===== config.mk =====
export PLATFORM = sky130hd
export DESIGN_NAME = apb_to_obi
export DESIGN_NICKNAME = d
export VERILOG_FILES = /design/src/rtl/apb_to_obi.sv
export SDC_FILE = /design/constraint.sdc
export NUM_CORES = 1
export LEC_CHECK = 0
export ABC_AREA = 1
export BUFFER_PORTS_ARGS = -buffer_cell sky130_fd_sc_hd__buf_2
export CAP_MARGIN = 10
export CORE_UTILIZATION = 45
export CTS_CLUSTER_DIAMETER = 50
export DETAILED_ROUTE_END_ITERATION = 6
export PLACE_DENSITY = 0.8
export REMOVE_ABC_BUFFERS = 1
export SYNTH_ARGS = -nofsm -noshare
export SYNTH_HDL_FRONTEND = slang
export SYNTH_SLANG_ARGS = --single-unit

===== constraint.sdc =====
create_clock -name clk_i -period 7.6 [get_ports clk_i]
set_input_delay 0.76 -clock clk_i [delete_from_list [all_inputs] [get_ports clk_i]]
set_output_delay 0.76 -clock clk_i [all_outputs]
set_load 0.01 [all_outputs]

===== src/rtl/apb_to_obi.sv =====
//------------------------------------------------------------------------------
// Module      : apb_to_obi
// Description : APB slave to OBI manager bridge; one OBI transaction per APB
//               transfer. Optional macro APB_TO_OBI_PSTRB_EN forwards pstrb_i
//               as the write byte enables (otherwise writes use all-ones).
// Revision    : 1.0 - initial release
//------------------------------------------------------------------------------
`default_nettype none

module apb_to_obi #(
    parameter int unsigned AddrWidth = 32,
    parameter int unsigned DataWidth = 32
) (
    input  logic                   clk_i,
    input  logic                   rst_i,
    input  logic                   psel_i,
    input  logic                   penable_i,
    input  logic                   pwrite_i,
    input  logic [AddrWidth-1:0]   paddr_i,
    input  logic [DataWidth-1:0]   pwdata_i,
    input  logic [DataWidth/8-1:0] pstrb_i,
    output logic [DataWidth-1:0]   prdata_o,
    output logic                   pready_o,
    output logic                   pslverr_o,
    output logic                   obi_req_o,
    input  logic                   obi_gnt_i,
    output logic [AddrWidth-1:0]   obi_addr_o,
    output logic                   obi_we_o,
    output logic [DataWidth/8-1:0] obi_be_o,
    output logic [DataWidth-1:0]   obi_wdata_o,
    input  logic                   obi_rvalid_i,
    input  logic [DataWidth-1:0]   obi_rdata_i,
    input  logic                   obi_err_i,
    output logic                   obi_rready_o
);

    localparam int unsigned StrbWidth = DataWidth / 8;

    typedef enum logic [1:0] {
        IDLE = 2'd0,
        REQ  = 2'd1,
        RSP  = 2'd2,
        DONE = 2'd3
    } state_e;

    state_e                 state_q, state_d;
    logic [AddrWidth-1:0]   addr_q, addr_d;
    logic                   we_q, we_d;
    logic [DataWidth-1:0]   wdata_q, wdata_d;
    logic [StrbWidth-1:0]   be_q, be_d;
    logic [DataWidth-1:0]   prdata_q, prdata_d;
    logic                   err_q, err_d;
    logic [StrbWidth-1:0]   wr_be;

`ifdef APB_TO_OBI_PSTRB_EN
    assign wr_be = pstrb_i;
`else
    logic unused_pstrb;
    assign wr_be        = '1;
    assign unused_pstrb = ^pstrb_i;
`endif

    // OBI is word addressed here; the byte offset bits are dropped at latch time.
    logic unused_paddr_lsb;
    assign unused_paddr_lsb = ^paddr_i[1:0];

    always_comb begin
        state_d  = state_q;
        addr_d   = addr_q;
        we_d     = we_q;
        wdata_d  = wdata_q;
        be_d     = be_q;
        prdata_d = prdata_q;
        err_d    = err_q;
        case (state_q)
            IDLE: begin
                if (psel_i && !penable_i) begin
                    state_d = REQ;
                    addr_d  = {paddr_i[AddrWidth-1:2], 2'b00};
                    we_d    = pwrite_i;
                    wdata_d = pwrite_i ? pwdata_i : '0;
                    be_d    = pwrite_i ? wr_be : '1;
                end
            end
            REQ: begin
                if (obi_gnt_i) begin
                    state_d = RSP;
                end
            end
            RSP: begin
                if (obi_rvalid_i) begin
                    state_d = DONE;
                    err_d   = obi_err_i;
                    if (!we_q) begin
                        prdata_d = obi_rdata_i;
                    end
                end
            end
            DONE: begin
                state_d = IDLE;
            end
            default: begin
                state_d = IDLE;
            end
        endcase
    end

    always_ff @(posedge clk_i or posedge rst_i) begin
        if (rst_i) begin
            state_q  <= IDLE;
            addr_q   <= '0;
            we_q     <= 1'b0;
            wdata_q  <= '0;
            be_q     <= '0;
            prdata_q <= '0;
            err_q    <= 1'b0;
        end else begin
            state_q  <= state_d;
            addr_q   <= addr_d;
            we_q     <= we_d;
            wdata_q  <= wdata_d;
            be_q     <= be_d;
            prdata_q <= prdata_d;
            err_q    <= err_d;
        end
    end

    // A dropped psel_i lets the OBI side finish but suppresses the APB response.
    assign pready_o     = (state_q == DONE) && psel_i;
    assign pslverr_o    = pready_o && err_q;
    assign prdata_o     = prdata_q;
    assign obi_req_o    = (state_q == REQ);
    assign obi_addr_o   = addr_q;
    assign obi_we_o     = we_q;
    assign obi_be_o     = be_q;
    assign obi_wdata_o  = wdata_q;
    assign obi_rready_o = 1'b1;

endmodule

`default_nettype wire


; ---- After elaboration in Yosys (flattened, before gate mapping)
; Index checks and enable logic that the tools add are counted.
[word_totals]
regBits = 99
input_bits = 108
output_inout_bits = 105
word_cells = 28
[op_classes]
muxes = 5
bitwise_logic = 1
n_eq_ne = 6
reduce_logical = 9
[ops]
columns = operator, count
row1 = $mux 32, 1
row2 = $pmux 2 s4, 1
row3 = $mux 2, 3
row4 = $reduce_and 3->1, 2
row5 = $eq 2x2->1 const B, 2
row6 = $ne 2x2->1 const B, 2
row7 = $reduce_and 2->1, 2
row8 = $logic_and 1x1->1, 3
row9 = $eq 2x1->1 const B, 1
row10 = $logic_not 2->1, 1
row11 = $ne 2x1->1 const B, 1
row12 = $logic_not 1->1, 1
row13 = $not 1->1, 1

; ---- Depth between registers and ports, before layout
[logic_depth]
depth_word = 4
depth_mapped = 7
mapped_depth_nobuf = 6

; ---- Least setup slack after synthesis
; Ideal clock, no wire load.
[synth_path]
kind = input to output
startpoint = input port psel_i
endpoint = output port pslverr_o
path_buffers = 0
t_arrival_ns = 0.972
slack_ns = 5.868
cell_stages = 2
cell_sequence = nand2_1 > nor2_1
[synth_between]
elab_chain_cells = 2
[synth_rtl]
columns = element, line_no
row1 = start: declaration, 16  ; input logic psel_i,
row2 = $logic_and 1x1->1, 129  ; assign pready_o = (state_q == DONE) && psel_i;
row3 = $logic_and 1x1->1, 130  ; assign pslverr_o = pready_o && err_q;
row4 = end: declaration, 24  ; output logic pslverr_o,
; Every way passes these cells.

; ---- Final worst setup path
[layout_path]
startpoint = register state_q[0]
endpoint = register we_q (netlist: obi_we_o)
[layout_between]
elab_chain_cells = 2
[layout_rtl]
columns = element, line_no
row1 = start: declaration, 46  ; state_e state_q, state_d;
row2 = start signal: assignment, 118  ; state_q <= state_d;
row3 = $logic_not 2->1, 75  ; case (state_q)
row4 = $reduce_and 2->1 (no line), n/a
row5 = end signal: assignment, 120  ; we_q <= we_d;
row6 = end: declaration, 48  ; logic we_q, we_d;
; Every way passes these cells.
; A chain may end at the register's enable or synchronous reset.

==> results.yml <==
worst_hold_path:
  hp-class: "primary input to async pin"
worst_setup_path:
  path_cells: "inv_1, ha_1, nand3_4, nor2_4, o21bai_1"
  setup.worst_path.end: "obi_we_o$_DFFE_PP0P_"
  cp-end-kind: "flop"
  required_ns: 7.86
  crit_start: "state_q[0]$_DFFE_PP0P_"
  path_class: "flop to flop"
  r2r_setup_slack_ns: 5.14
  max_stage_delay_ns: 0.82
  r2r-end: "obi_we_o$_DFFE_PP0P_"
  arrival_ns: 2.73
  r2r_start: "state_q[0]$_DFFE_PP0P_"
  startpoint_type: "flop"
  critPathSlowestCell: "nor2_4"
  path_max_fanout: 64
  r2r_cells: 5
drt:
  routedWlPerCell_um: 11.63
  antenna_left: 0
  drt_wl_total_um: 8690
  viasPerCell: 4.491
  first_iter_violations: 112
  drc_errors: 0
  first_pass_iters: 4
  vias: 3355
floorplan:
  die_w_um: 95.53
  core_region_area_um2: 8341
  dieArea_um2: 9125
  initial_core_util: 0.4719
  ios: 213
  die_height_um: 95.53
  rows: 33
global_route:
  grt-ovfl-total: 0
  grt_pass1_vias: 3116
  track_usage: 0.1929
  grt_pass1_wl_um: 13590
  antenna_found_initial: 0
  grt_max_degree: 65
clocking:
  insertion_delay_ns: 0.35
  cts_sinks: 99
  cts_resized: 0
  cts_tree: "yes"
  post_cts_buffers: 0
  ctsHtreeMaxLevel: 3
  root_buffer: "clkbuf_8"
  cts_buffer_depth: 2
  holdBufCountCts: 0
  clk_pin_slew_ns: 0.09
  cts_made_buffers: 9
timing:
  fin_crit_ns: 2.464
  clock_skew_ns: 0.01146
  finalSetupViolations: 0
  fmax_ghz: 0.4059
  slew_viol_final: 0
  worst_pin_slew_ns: 0.9663
  maxSlewHeadroom: 0.3551
  hold_viol: 0
  final.setup.tns_ns: 0
  period_share: 0.3242
  rsz0062_at_grt: "no"
synth:
  avgSynthCellArea_um2: 8.826
  yosysTopAreaCellShare: 0.6294
  netlist_area_um2: 3936
  synth-seq-cells: 99
  seq_area_frac_synth: 0.6294
  yosysTopAreaCell: "dfrtp_1"
  syn_inst: 446
  netlist_top_cells_area: "dfrtp_1, nand2_1, inv_1"
  yosysWarnings: 0
  synthDistinctLibCells: 19
outcome:
  status: "complete, no violations"
final_layout:
  regArea_um2: 2477
  num-fill-cells: 742
  final_nets: 750
  finalInstanceArea_um2: 5136
  final_cell_mix: "nand2_1, buf_2, dfrtp_1, inv_1, o21ai_0"
  multi_input_comb_area_um2: 1164
  antenna_cells: 0
  area_growth_syn_to_layout_pct: 30.48
  drive_gt1_frac: 0.3489
  final_common_cell: "nand2_1"
power:
  leakage_nw: 3.175
  vdd_drop_max_mv: 0.1698
  power_density_nw_per_um2: 366.5
  finalPower_mw: 1.882
placed_design:
  port_buffers: 203
  hpwl_um: 6284
  place_area_um2: 4967
  gp_congestion: 0.7358
flow_run:
  maxCapViolCount: 0
## sequential cells by signal (all words and copies together), names as in the netlist
name         count
obi_addr_o      30
err_q            1
obi_we_o         1
obi_be_o         1
obi_wdata_o     32
state_q          2
prdata_o        32
## cell usage after synthesis, drive strengths merged
cell type / n
o21ai: 32
or2: 1
nand4: 2
inv: 45
nand2: 229
dfrtp: 99
conb: 2
ha: 4
buf: 14
o21bai: 1
clkbuf: 10
a21oi: 1
nand3: 3
nor2: 3
## area by class of cell
cell class,instances,share of cell area
Tap cell,105,0.02558
Inverter,45,0.03337
Sequential cell,99,0.4823
Clock inverter,4,0.005359
Multi-Input combinational cell,279,0.2266
Clock buffer,11,0.02753
Timing Repair Buffer,204,0.1993
## metal layers
| metal | global-route usage | vias up | routed length [µm] |
|---|---|---|---|
| li1 | - | 1701 | - |
| met5 | 0 | - | 0 |
| met2 | 0.3470 | 123 | 4401 |
| met3 | 0.04306 | 15 | 526 |
| met1 | 0.2203 | 1516 | 3606 |
| met4 | 0.07960 | 0 | 156 |
## power by group
part           switching [mW]  internal (mW)  total, mW
clock                   0.167          0.126      0.292
combinational           0.419          0.294      0.713
sequential              0.119          0.758      0.877
total                   0.704           1.18       1.88
## worst min path at each step
stage	startpoint	end
after floorplan	err_q$_DFFE_PP0P_	err_q$_DFFE_PP0P_
after global placement	obi_addr_o[31]$_DFFE_PP0P_	obi_addr_o[31]$_DFFE_PP0P_
after detailed placement	obi_wdata_o[26]$_DFFE_PP0P_	obi_wdata_o[26]$_DFFE_PP0P_
after CTS	rst_i	obi_wdata_o[21]$_DFFE_PP0P_
after global routing	obi_wdata_o[0]$_DFFE_PP0P_	obi_wdata_o[0]$_DFFE_PP0P_
final	rst_i	obi_wdata_o[21]$_DFFE_PP0P_
## metrics by stage
| stage | util | setup slack (ns) | std cells | hold slack [ns] |
|---|---|---|---|---|
| 2_1_floorplan | - | 4.250 | 423 | 0.4811 |
| 3_3_place_gp | 0.5956 | 5.016 | 732 | 0.4567 |
| 3_5_place_dp | 0.5956 | 4.905 | 732 | 0.4596 |
| 4_1_cts | 0.6158 | 5.103 | 747 | 0.4823 |
| 5_1_grt | 0.6158 | 4.893 | 747 | 0.4918 |
| 6_report | 0.6158 | 5.136 | 747 | 0.4741 |
## critical path: cells and delay by family, from the launching register on
kind / cells / cell delay (ns)
flip-flops: 1 / 0.43
AND/OR/NAND/NOR: 2 / 1.39
buffers and inverters: 1 / 0.11
AO/OA/AOI/OAI: 1 / 0.21
adder cells (fa/ha/maj): 1 / 0.24
## cells by family (layout without fill, tap and decap cells)
logic type | Yosys count | count (layout) | share of synthesized area
DFF | 99 | 99 | 0.6294
and+or+nand+nor | 238 | 238 | 0.2362
other | 2 | 3 | 0.001908
AOI/OAI and AO/OA | 34 | 34 | 0.04386
buffers and inverters | 69 | 264 | 0.07597
adders and majority gates | 4 | 4 | 0.01272
Note: power is estimated with default switching activity, not from simulation.
